<file path="config.mk">
export PLATFORM = sky130hd
export DESIGN_NAME = alu_muldiv
export DESIGN_NICKNAME = d
export VERILOG_FILES = /design/src/rtl/alu_muldiv_pkg.sv /design/src/rtl/alu_muldiv_sign_conv.sv /design/src/rtl/alu_muldiv.sv
export SDC_FILE = /design/constraint.sdc
export NUM_CORES = 1
export LEC_CHECK = 0
export CAP_MARGIN = 20
export CORE_AREA = 3 3 185 187
export CTS_CLUSTER_DIAMETER = 80
export CTS_CLUSTER_SIZE = 12
export DETAILED_ROUTE_END_ITERATION = 16
export DIE_AREA = 0 0 188 190
export RECOVER_POWER = 50
export REMOVE_ABC_BUFFERS = 1
export SYNTH_ARGS = -nofsm -noshare
export SYNTH_HDL_FRONTEND = slang
export SYNTH_SLANG_ARGS = --single-unit
</file>
<file path="constraint.sdc">
create_clock -name clk_i -period 8 [get_ports clk_i]
set_clock_uncertainty 0.15 [all_clocks]
set_input_delay 1.6 -clock clk_i [delete_from_list [all_inputs] [get_ports clk_i]]
set_output_delay 1.6 -clock clk_i [all_outputs]
set_load 0.01 [all_outputs]
</file>
<file path="src/rtl/alu_muldiv_pkg.sv">
// Shared types and op-decoding helpers for the iterative multiply/divide unit.
// Op groups follow the RV M-extension encoding order.
package alu_muldiv_pkg;

    typedef enum logic [2:0] {
        MUL, MULH, MULHSU, MULHU, DIV, DIVU, REM, REMU
    } md_op_e;

    typedef enum logic [1:0] {
        IDLE, CALC, SIGN, DONE
    } md_state_e;

    function automatic logic is_div_op(input md_op_e op);
        return op inside {DIV, DIVU, REM, REMU};
    endfunction

    function automatic logic is_rem_op(input md_op_e op);
        return op inside {REM, REMU};
    endfunction

    function automatic logic is_mulh_op(input md_op_e op);
        return op inside {MULH, MULHSU, MULHU};
    endfunction

    function automatic logic a_signed(input md_op_e op);
        return op inside {MUL, MULH, MULHSU, DIV, REM};
    endfunction

    function automatic logic b_signed(input md_op_e op);
        return op inside {MUL, MULH, DIV, REM};
    endfunction

endpackage

</file>
<file path="src/rtl/alu_muldiv_sign_conv.sv">
// Combinational conditional negate: returns -val_i when neg_i is set, else val_i.
// Used both to take operand magnitudes and to re-apply the result sign.
module md_sign_conv #(
    parameter int Width = 32
) (
    input  logic [Width-1:0] val_i,
    input  logic             neg_i,
    output logic [Width-1:0] res_o
);

    assign res_o = neg_i ? (~val_i + 1'b1) : val_i;

endmodule

</file>
<file path="src/rtl/alu_muldiv.sv">
// Iterative radix-2 multiply/divide for the RV M-extension ops.
// One shared accumulator: shift-add for multiply, restoring shift-subtract for divide.
module alu_muldiv
    import alu_muldiv_pkg::*;
#(
    parameter int Width = 32
) (
    input  logic             clk_i,
    input  logic             rst_ni,
    input  md_op_e           op_i,
    input  logic [Width-1:0] a_i,
    input  logic [Width-1:0] b_i,
    input  logic             in_valid_i,
    output logic             in_ready_o,
    input  logic             kill_i,
    output logic             out_valid_o,
    input  logic             out_ready_i,
    output logic [Width-1:0] result_o,
    output logic             busy_o
);

    localparam int CntW = $clog2(Width);
    localparam int AccW = 2 * Width + 1;
    localparam logic [CntW-1:0] CntLast = CntW'(Width - 1);
    localparam logic [Width-1:0] MinNeg = {1'b1, {(Width-1){1'b0}}};

    md_state_e        state_q, state_d;
    md_op_e           op_q, op_d;
    logic [AccW-1:0]  acc_q, acc_d;
    logic [Width-1:0] opnd_q, opnd_d;
    logic [Width-1:0] result_q, result_d;
    logic [CntW-1:0]  cnt_q, cnt_d;
    logic             res_neg_q, res_neg_d;

    logic             accept;
    logic             a_neg, b_neg;
    logic [Width-1:0] a_mag, b_mag;
    logic             div_by_zero, div_ovf;
    logic [Width-1:0] special_res;
    logic [Width:0]   mul_partial;
    logic [AccW-1:0]  mul_next;
    logic [AccW-1:0]  div_shift;
    logic [Width:0]   div_trial;
    logic [AccW-1:0]  div_next;
    logic [Width-1:0] acc_hi, acc_lo;
    logic [Width-1:0] post_in, post_out, post_res;

    assign accept = in_valid_i && (state_q == IDLE) && !kill_i;

    // Operand magnitudes, taken straight off the inputs at accept time.
    assign a_neg = a_signed(op_i) && a_i[Width-1];
    assign b_neg = b_signed(op_i) && b_i[Width-1];

    md_sign_conv #(.Width(Width)) u_conv_a (.val_i(a_i), .neg_i(a_neg), .res_o(a_mag));
    md_sign_conv #(.Width(Width)) u_conv_b (.val_i(b_i), .neg_i(b_neg), .res_o(b_mag));

    assign div_by_zero = is_div_op(op_i) && (b_i == '0);
    assign div_ovf     = (op_i inside {DIV, REM}) && (a_i == MinNeg) && (b_i == '1);

    always_comb begin
        special_res = '0;
        if (div_by_zero) special_res = is_rem_op(op_i) ? a_i : '1;
        else if (div_ovf) special_res = is_rem_op(op_i) ? '0 : a_i;
    end

    // Multiply step: conditionally add multiplicand into the high half, then shift right.
    assign mul_partial = acc_q[0] ? (acc_q[AccW-1:Width] + {1'b0, opnd_q}) : acc_q[AccW-1:Width];
    assign mul_next    = {1'b0, mul_partial, acc_q[Width-1:1]};

    // Divide step: shift left, trial subtract, keep it and set quotient bit if non-negative.
    assign div_shift = {acc_q[AccW-2:0], 1'b0};
    assign div_trial = div_shift[AccW-1:Width] - {1'b0, opnd_q};
    assign div_next  = div_trial[Width] ? div_shift : {div_trial, div_shift[Width-1:1], 1'b1};

    assign acc_hi  = acc_q[2*Width-1:Width];
    assign acc_lo  = acc_q[Width-1:0];
    assign post_in = (is_mulh_op(op_q) || is_rem_op(op_q)) ? acc_hi : acc_lo;

    md_sign_conv #(.Width(Width)) u_conv_res (.val_i(post_in), .neg_i(res_neg_q), .res_o(post_out));

    // High half of a negated 2W-bit product only takes the +1 carry when the low half is zero.
    assign post_res = (is_mulh_op(op_q) && res_neg_q && (acc_lo != '0)) ? ~acc_hi : post_out;

    always_comb begin
        state_d   = state_q;
        op_d      = op_q;
        acc_d     = acc_q;
        opnd_d    = opnd_q;
        cnt_d     = cnt_q;
        res_neg_d = res_neg_q;
        result_d  = result_q;
        if (kill_i) begin
            state_d = IDLE;
        end else begin
            unique case (state_q)
                IDLE: begin
                    if (accept) begin
                        op_d      = op_i;
                        cnt_d     = '0;
                        res_neg_d = is_rem_op(op_i) ? a_neg : (a_neg ^ b_neg);
                        if (div_by_zero || div_ovf) begin
                            result_d = special_res;
                            state_d  = DONE;
                        end else if (is_div_op(op_i)) begin
                            acc_d   = {{(Width+1){1'b0}}, a_mag};
                            opnd_d  = b_mag;
                            state_d = CALC;
                        end else begin
                            acc_d   = {{(Width+1){1'b0}}, b_mag};
                            opnd_d  = a_mag;
                            state_d = CALC;
                        end
                    end
                end
                CALC: begin
                    acc_d = is_div_op(op_q) ? div_next : mul_next;
                    cnt_d = cnt_q + 1'b1;
                    if (cnt_q == CntLast) state_d = SIGN;
                end
                SIGN: begin
                    result_d = post_res;
                    state_d  = DONE;
                end
                DONE: begin
                    if (out_ready_i) state_d = IDLE;
                end
                default: state_d = IDLE;
            endcase
        end
    end

    always_ff @(posedge clk_i or negedge rst_ni) begin
        if (!rst_ni) begin
            state_q   <= IDLE;
            op_q      <= MUL;
            acc_q     <= '0;
            opnd_q    <= '0;
            result_q  <= '0;
            cnt_q     <= '0;
            res_neg_q <= 1'b0;
        end else begin
            state_q   <= state_d;
            op_q      <= op_d;
            acc_q     <= acc_d;
            opnd_q    <= opnd_d;
            result_q  <= result_d;
            cnt_q     <= cnt_d;
            res_neg_q <= res_neg_d;
        end
    end

    // Handshake: a request is taken on a rising edge with in_valid_i && in_ready_o && !kill_i;
    // a result is taken on a rising edge with out_valid_o && out_ready_i && !kill_i.
    assign in_ready_o  = (state_q == IDLE);
    assign out_valid_o = (state_q == DONE);
    assign busy_o      = (state_q != IDLE);
    assign result_o    = result_q;

endmodule

</file>
==> impl_metrics.yaml, run 1 <==
logic_synthesis:
  yosysWarnings: 0
  ys_ff_latch: 140
  ys_types: 80
  avgSynthCellArea_um2: 7.305
  synth.top_cell.area_share: 0.2393
  synth_edf_count: 0
  synth_cells: 2004
  synth_ff_type: "dfrtp_1"
  yosysTopAreaCell: "dfrtp_1"
  yosys-top-cells-area: "dfrtp_1, a21oi_1, nor2_1"
  synth.yosys.seq_area_share: 0.2393
  syn-cell-area_um2: 14640
  async_flop_share: 1.000
timing:
  final_hold_viol_count: 0
  fmax_mhz: 178.9
  fin_setup_tns_ps: 0
  layout_setup_ws_ps: 2411
  rsz0062_at_grt: "false"
  finalCriticalPeriod_ps: 5589
  finalCritPeriodShare: 0.6986
  setup_viol: 0
  drv_slew: 71
  slew_headroom: -1.713
  max_slew.worst_pin.slew_ps: 4069
place:
  placed_area_um2: 15950
  portBuffers: 106
  dp_hpwl_um: 36410
  gp_congestion: 0.9691
  pre_cts_ws_ps: 2083
  dpl.cell_count: 2441
critical_path:
  path_delay_family: "buffers and inverters"
  crit_slowest_cell: "clkbuf_1"
  rr_endpoint: "result_o[28]"
  setup.worst_path.end: "op_q[2]"
  worstSetupPathType: "in2async"
  reg2reg_from: "op_q[2]"
  start_kind: "input port"
  cp_num_buf_inv: 1
  crit_path_end_kind: "asynchronous set/reset pin"
  crit_start: "rst_ni"
  slowest_delay_ps: 2800
  worstPathMaxFanout: 70
  rrSetupSlack_ps: 2630
  r2r_cells: 14
  arrival_ps: 4460
  path_cells: "clkbuf_1"
  critPathRequiredTime_ps: 6870
  crit_cells: 1
power_and_ir_drop:
  leakagePower_nw: 6.796
  combPwrFrac: 0.650
  powerDensity_nw_per_um2: 432.0
  vdd_ir_drop_max_mv: 0.1740
  switching_power_w: 0.003618
  seq_power_share: 0.219
  p_clk_frac: 0.130
  cellInternalPower_w: 0.003565
  swShare: 0.5037
routing:
  vias: 15114
  drt_wl_total_um: 48670
  drc: 0
  first_pass_iters: 6
  vias_per_cell: 6.109
  wl_per_cell_um: 19.67
  ant_nets: 0
  dr.first_iter.drc_count: 1369
clock_tree:
  cts_hold_buf: 0
  cts_buffer_depth: 2
  clock_sinks: 140
  cts_tree: "built"
  clkTransAtPathRegs_ps: 60
  cts_resized: 0
  post-cts-setup-buffers: 0
  htree_num_levels: 4
  clockRootBuffer: "clkbuf_16"
  cts-buffers-inserted: 17
  clock_latency_ps: 440
global_routing:
  grt_pass1_wl_um: 76470
  grt.overflow.total: 0
  grt_use_met3: 0.03059
  grt_max_degree: 102
  grt_pass1_vias: 13669
  met2_usage: 0.4016
  grt_antenna_before_repair: 0
  grt_busiest_layer: "met1"
  grt_use_total: 0.2676
  grtUsageMet1: 0.4032
final_layout:
  drive_above_1_share: 0.06398
  antenna_cells: 0
  multi_input_area_um2: 10360
  n_fill_cell: 3199
  seq_area_um2: 3507
  finalNetCount: 2168
  area.growth.synth_to_final_pct: 13.57
  final_area_um2: 16630
  final_core_util: 0.5097
  layout.cells.non_filler: 2474
status:
  status: "finished, violations left"
  violations: "capacitance limit, slew limit"
hold_path:
  hold_path.class: "reg2reg"
die:
  start_util: 0.4488
  die_area_um2: 35720
  core_area_um2: 32620
  ios: 107
  fp-row-count: 66
  die_y_um: 190
  fp.dieW_um: 188
run:
  max_cap_violations: 1
how the worst min path moves through the flow:
stage | cells past startpoint | endpoint | startpoint
floorplan | 2 | op_q[0] | op_q[0]
global placement | 1 | cnt_q[4] | cnt_q[4]
detailed placement | 1 | cnt_q[4] | cnt_q[4]
CTS | 1 | cnt_q[4] | cnt_q[4]
global route | 1 | cnt_q[4] | cnt_q[4]
finish | 1 | cnt_q[4] | cnt_q[4]
metal layers:
metal	part of all wire	up-vias
li1	-	7349
met1	0.48	7090
met2	0.43	612
met3	0.072	63
met4	0.022	0
met5	0	-
per-stage QoR:
| stage | total power (W) | hold slack, ps |
|---|---|---|
| detailed placement | 0.006166 | 347.5 |
| finish | 0.007183 | 358.6 |
| global route | 0.007804 | 388.4 |
| CTS | 0.007140 | 361.9 |
| floorplan | 0.004771 | 314.8 |
| global placement | 0.006093 | 329.5 |
logic make-up (layout without fill, tap and decap cells):
kind of cell / count (synthesis) / after routing / share of synthesized area
AOI/OAI and AO/OA: 720 / 720 / 0.3050
xor gates and xnor gates: 116 / 116 / 0.06940
adders and majority gates: 77 / 77 / 0.06684
buffers and inverters: 211 / 239 / 0.05564
DFF: 140 / 140 / 0.2393
muxes: 71 / 71 / 0.05231
and+or+nand+nor: 669 / 669 / 0.2115
power by group through the flow:
stage / Combinational (W) / Sequential [W] / Clock, W
after floorplan: 0.00333 / 0.00144 / 0
after global placement: 0.00453 / 0.00157 / 0
after detailed placement: 0.00460 / 0.00157 / 0
after CTS: 0.00463 / 0.00156 / 0.000951
after global routing: 0.00519 / 0.00163 / 0.000977
final: 0.00467 / 0.00158 / 0.000937
flip-flops by register name (all words and copies together) (netlist names):
| signal | cells |
|---|---|
| acc_q | 65 |
| opnd_q | 32 |
| result_o | 32 |
| cnt_q | 5 |
| op_q | 3 |
| state_q | 2 |
| res_neg_q | 1 |
Yosys cell counts, types with 9 or more instances:
cell / instances
dfrtp_1: 140
nand4_1: 20
o21ai_0: 168
mux2_2: 44
a31oi_1: 43
nand2_1: 151
xnor2_1: 65
a22o_1: 19
a211oi_1: 57
a21o_1: 21
nand3_1: 32
clkbuf_1: 112
nor2b_1: 16
and3_1: 14
o41ai_1: 9
ha_1: 75
nor2_1: 280
o21bai_1: 24
buf_1: 11
a21oi_1: 241
o21a_1: 15
inv_1: 77
mux2i_1: 27
o211ai_1: 12
o31ai_1: 25
o32ai_1: 9
or4_1: 11
xor2_1: 51
or3_1: 17
nand2b_1: 20
nor4_1: 17
nor3_1: 49
layout by cell type (no fill, tap or decap), types with 7 or more instances in the layout:
cell type and n:
inv_1 77, o21a_1 15, nor4_1 15, nor3_1 49
or3_1 16, a22o_1 19, buf_4 24, clkbuf_16 17
a21oi_1 241, nand2_1 151, dfrtp_1 139, o22ai_1 7
nand4_1 20, and2_1 7, mux2_2 44, o31ai_1 25
nand3_1 32, nor2_1 279, o221ai_1 8, xnor2_1 65
ha_1 74, and3_1 14, or4_1 11, o32ai_1 9
nor2b_1 16, a211oi_1 57, nand2b_1 20, o21bai_1 24
a31oi_1 43, o41ai_1 9, mux2i_1 27, xor2_1 51
o2111ai_1 8, dlygate4sd3_1 13, o21ai_0 168, a21o_1 21
or2_2 8, o211ai_1 12, clkdlybuf4s50_1 91
cell type report:
cell class	instances	share of cell area
Clock inverter	11	0.01279
Sequential cell	140	0.2109
Inverter	77	0.01738
Multi-Input combinational cell	1653	0.6233
Clock buffer	21	0.02830
Timing Repair Buffer	130	0.07398
Tap cell	442	0.03326
Note: power is estimated with default switching activity, not from simulation.
==> inputs of run 2 (changes only) <==
--- a/config.mk
+++ b/config.mk
@@ -11,6 +11,7 @@
 export CTS_CLUSTER_SIZE = 12
 export DETAILED_ROUTE_END_ITERATION = 16
 export DIE_AREA = 0 0 188 190
+export PLACE_DENSITY = 0.66
 export RECOVER_POWER = 50
 export REMOVE_ABC_BUFFERS = 1
 export SYNTH_ARGS = -nofsm -noshare
==> constraint.sdc (replaced) <==
create_clock -name clk_i -period 5.1 [get_ports clk_i]
set_clock_uncertainty 0.15 [all_clocks]
set_input_delay 1.02 -clock clk_i [delete_from_list [all_inputs] [get_ports clk_i]]
set_output_delay 1.02 -clock clk_i [all_outputs]
set_load 0.01 [all_outputs]
==> run 2 against run 1 <==
The flow still finishes with violations (capacitance limit, slew limit). Setup slack lost 2000 ps. Non-clock buffer count grew 43. Critical path depth grew 10. Sequential cell count is the same. Design area grew 1.7%. Clock power grew 33%.
==> impl_metrics.yaml, run 2 (same netlist as run 1, synthesis figures left out) <==
status:
  status: "finished, violations left"
  violations: "capacitance limit, slew limit"
timing:
  fin_setup_tns_ps: 0
  slew_headroom: -0.4740
  rsz0062_at_grt: "false"
  setup_viol: 0
  fmax_mhz: 214.1
  final_hold_viol_count: 0
  hold_ws_ps: 352.7
  finalCritPeriodShare: 0.9157
  finalCriticalPeriod_ps: 4670
  drv_slew: 145
  max_slew.worst_pin.slew_ps: 2211
  layout_setup_ws_ps: 429.7
place:
  portBuffers: 106
  gp_congestion: 0.9983
  dpl.cell_count: 2485
  dp_hpwl_um: 37630
  pre_cts_ws_ps: 44.73
final_layout:
  layout.cells.non_filler: 2516
  final_core_util: 0.5184
  final_cell_mix: "nor2_1, a21oi_1, o21ai_0"
  top_register: "acc_q"
  largest_register_ff_count: 65
  final_common_cell: "nor2_1"
  antenna_cells: 0
  finalNetCount: 2211
  area.growth.synth_to_final_pct: 15.50
  drive_above_1_share: 0.08149
clock_tree:
  cts_hold_buf: 0
  cts_resized: 0
  htree_num_levels: 4
  cts_buffer_depth: 2
  clockRootBuffer: "clkbuf_16"
  clock_sinks: 140
  cts_tree: "built"
  cts-buffers-inserted: 17
  clock_latency_ps: 440
  clkTransAtPathRegs_ps: 60
  post-cts-setup-buffers: 0
die:
  fp-row-count: 66
  die_area_um2: 35720
  start_util: 0.4488
  core_area_um2: 32620
  ios: 107
  die_y_um: 190
  fp.dieW_um: 188
global_routing:
  grt_pass1_vias: 14505
  grt_max_degree: 112
  grt_use_total: 0.2763
  grt_pass1_wl_um: 79720
  grt.overflow.total: 0
  grt_antenna_before_repair: 2
critical_path:
  start_kind: "input port"
  worstSetupPathType: "in2reg"
  reg2reg_from: "acc_q[32]"
  rrSetupSlack_ps: 610
  r2r_cells: 19
  crit_path_end_kind: "flip-flop"
  arrival_ps: 4860
  rr_endpoint: "acc_q[56]"
  critPathRequiredTime_ps: 5290
  worstPathMaxFanout: 5
power_and_ir_drop:
  vdd_ir_drop_max_mv: 0.3083
  leakagePower_nw: 6.979
  powerDensity_nw_per_um2: 674.1
routing:
  ant_nets: 0
  dr.first_iter.drc_count: 1217
  wl_per_cell_um: 19.86
  drt_wl_total_um: 49980
  first_pass_iters: 5
  vias: 15571
  vias_per_cell: 6.189
  drc: 0
hold_path:
  worstHoldStart: "cnt_q[4]"
  hold_path.class: "reg2reg"
  hold_end: "cnt_q[4]"
  holdPathStages: 1
run:
  max_cap_violations: 3
==> run 2: cell count changes in the layout (fill, tap and decap cells not counted), sizes merged <==
cell / delta
bufinv: -4
clkinvlp: -1
clkbuf: +4
clkinv: +1
dlygate4sd3: -1
buf: +42
clkdlybuf4s50: +1
==> run 2: worst max-delay path by stage <==
stage                         start      endpoint  cells after the start
after floorplan             op_q[2]  result_o[28]                     13
after global placement       a_i[3]     acc_q[31]                     11
after detailed placement     a_i[3]     acc_q[31]                     11
after CTS                    a_i[3]     acc_q[31]                     11
after global routing      acc_q[32]     acc_q[56]                     19
final                        a_i[3]     acc_q[31]                     11
==> run 2: metal layers <==
layer,routed length (um),global-route usage,vias up
li1,-,-,7437
met2,21950,0.4311,722
met4,1276,0.08629,4
met5,23,0,-
met3,4192,0.03796,99
met1,22530,0.3967,7309
==> run 2: worst max-delay path, cell delays in order <==
cell             delay (ps)
clkdlybuf4s50_1         510
or4_4                   580
or4_4                   450
or2_4                   270
or3b_4                  420
or4_4                   470
nor3_1                  160
o21ai_1                 100
a211oi_1                520
a211oi_1                130
a21oi_2                 240
==> run 2: final cells by class <==
class                   instances  area, um^2
flip-flops and latches        140        3505
multi-input cells            1653       10370
clock buffers                  24       481.7
fillers                      3163       15710
repair buffers                173        1624
clock inverters                 7       90.09
well taps                     442       553.0
inverters                      77       289.0
==> run 2: through the flow <==
stage	instance area, um^2	total power (W)
finish	16910	0.01140
global placement	16350	0.009833
CTS	16920	0.01126
floorplan	14110	0.007485
global route	16910	0.01234
detailed placement	16350	0.009952
==> run 2: power by group <==
group          internal (W)  switching [W]
Combinational       0.00327        0.00460
Clock              0.000753       0.000497
Sequential          0.00160       0.000672
Total               0.00563        0.00577
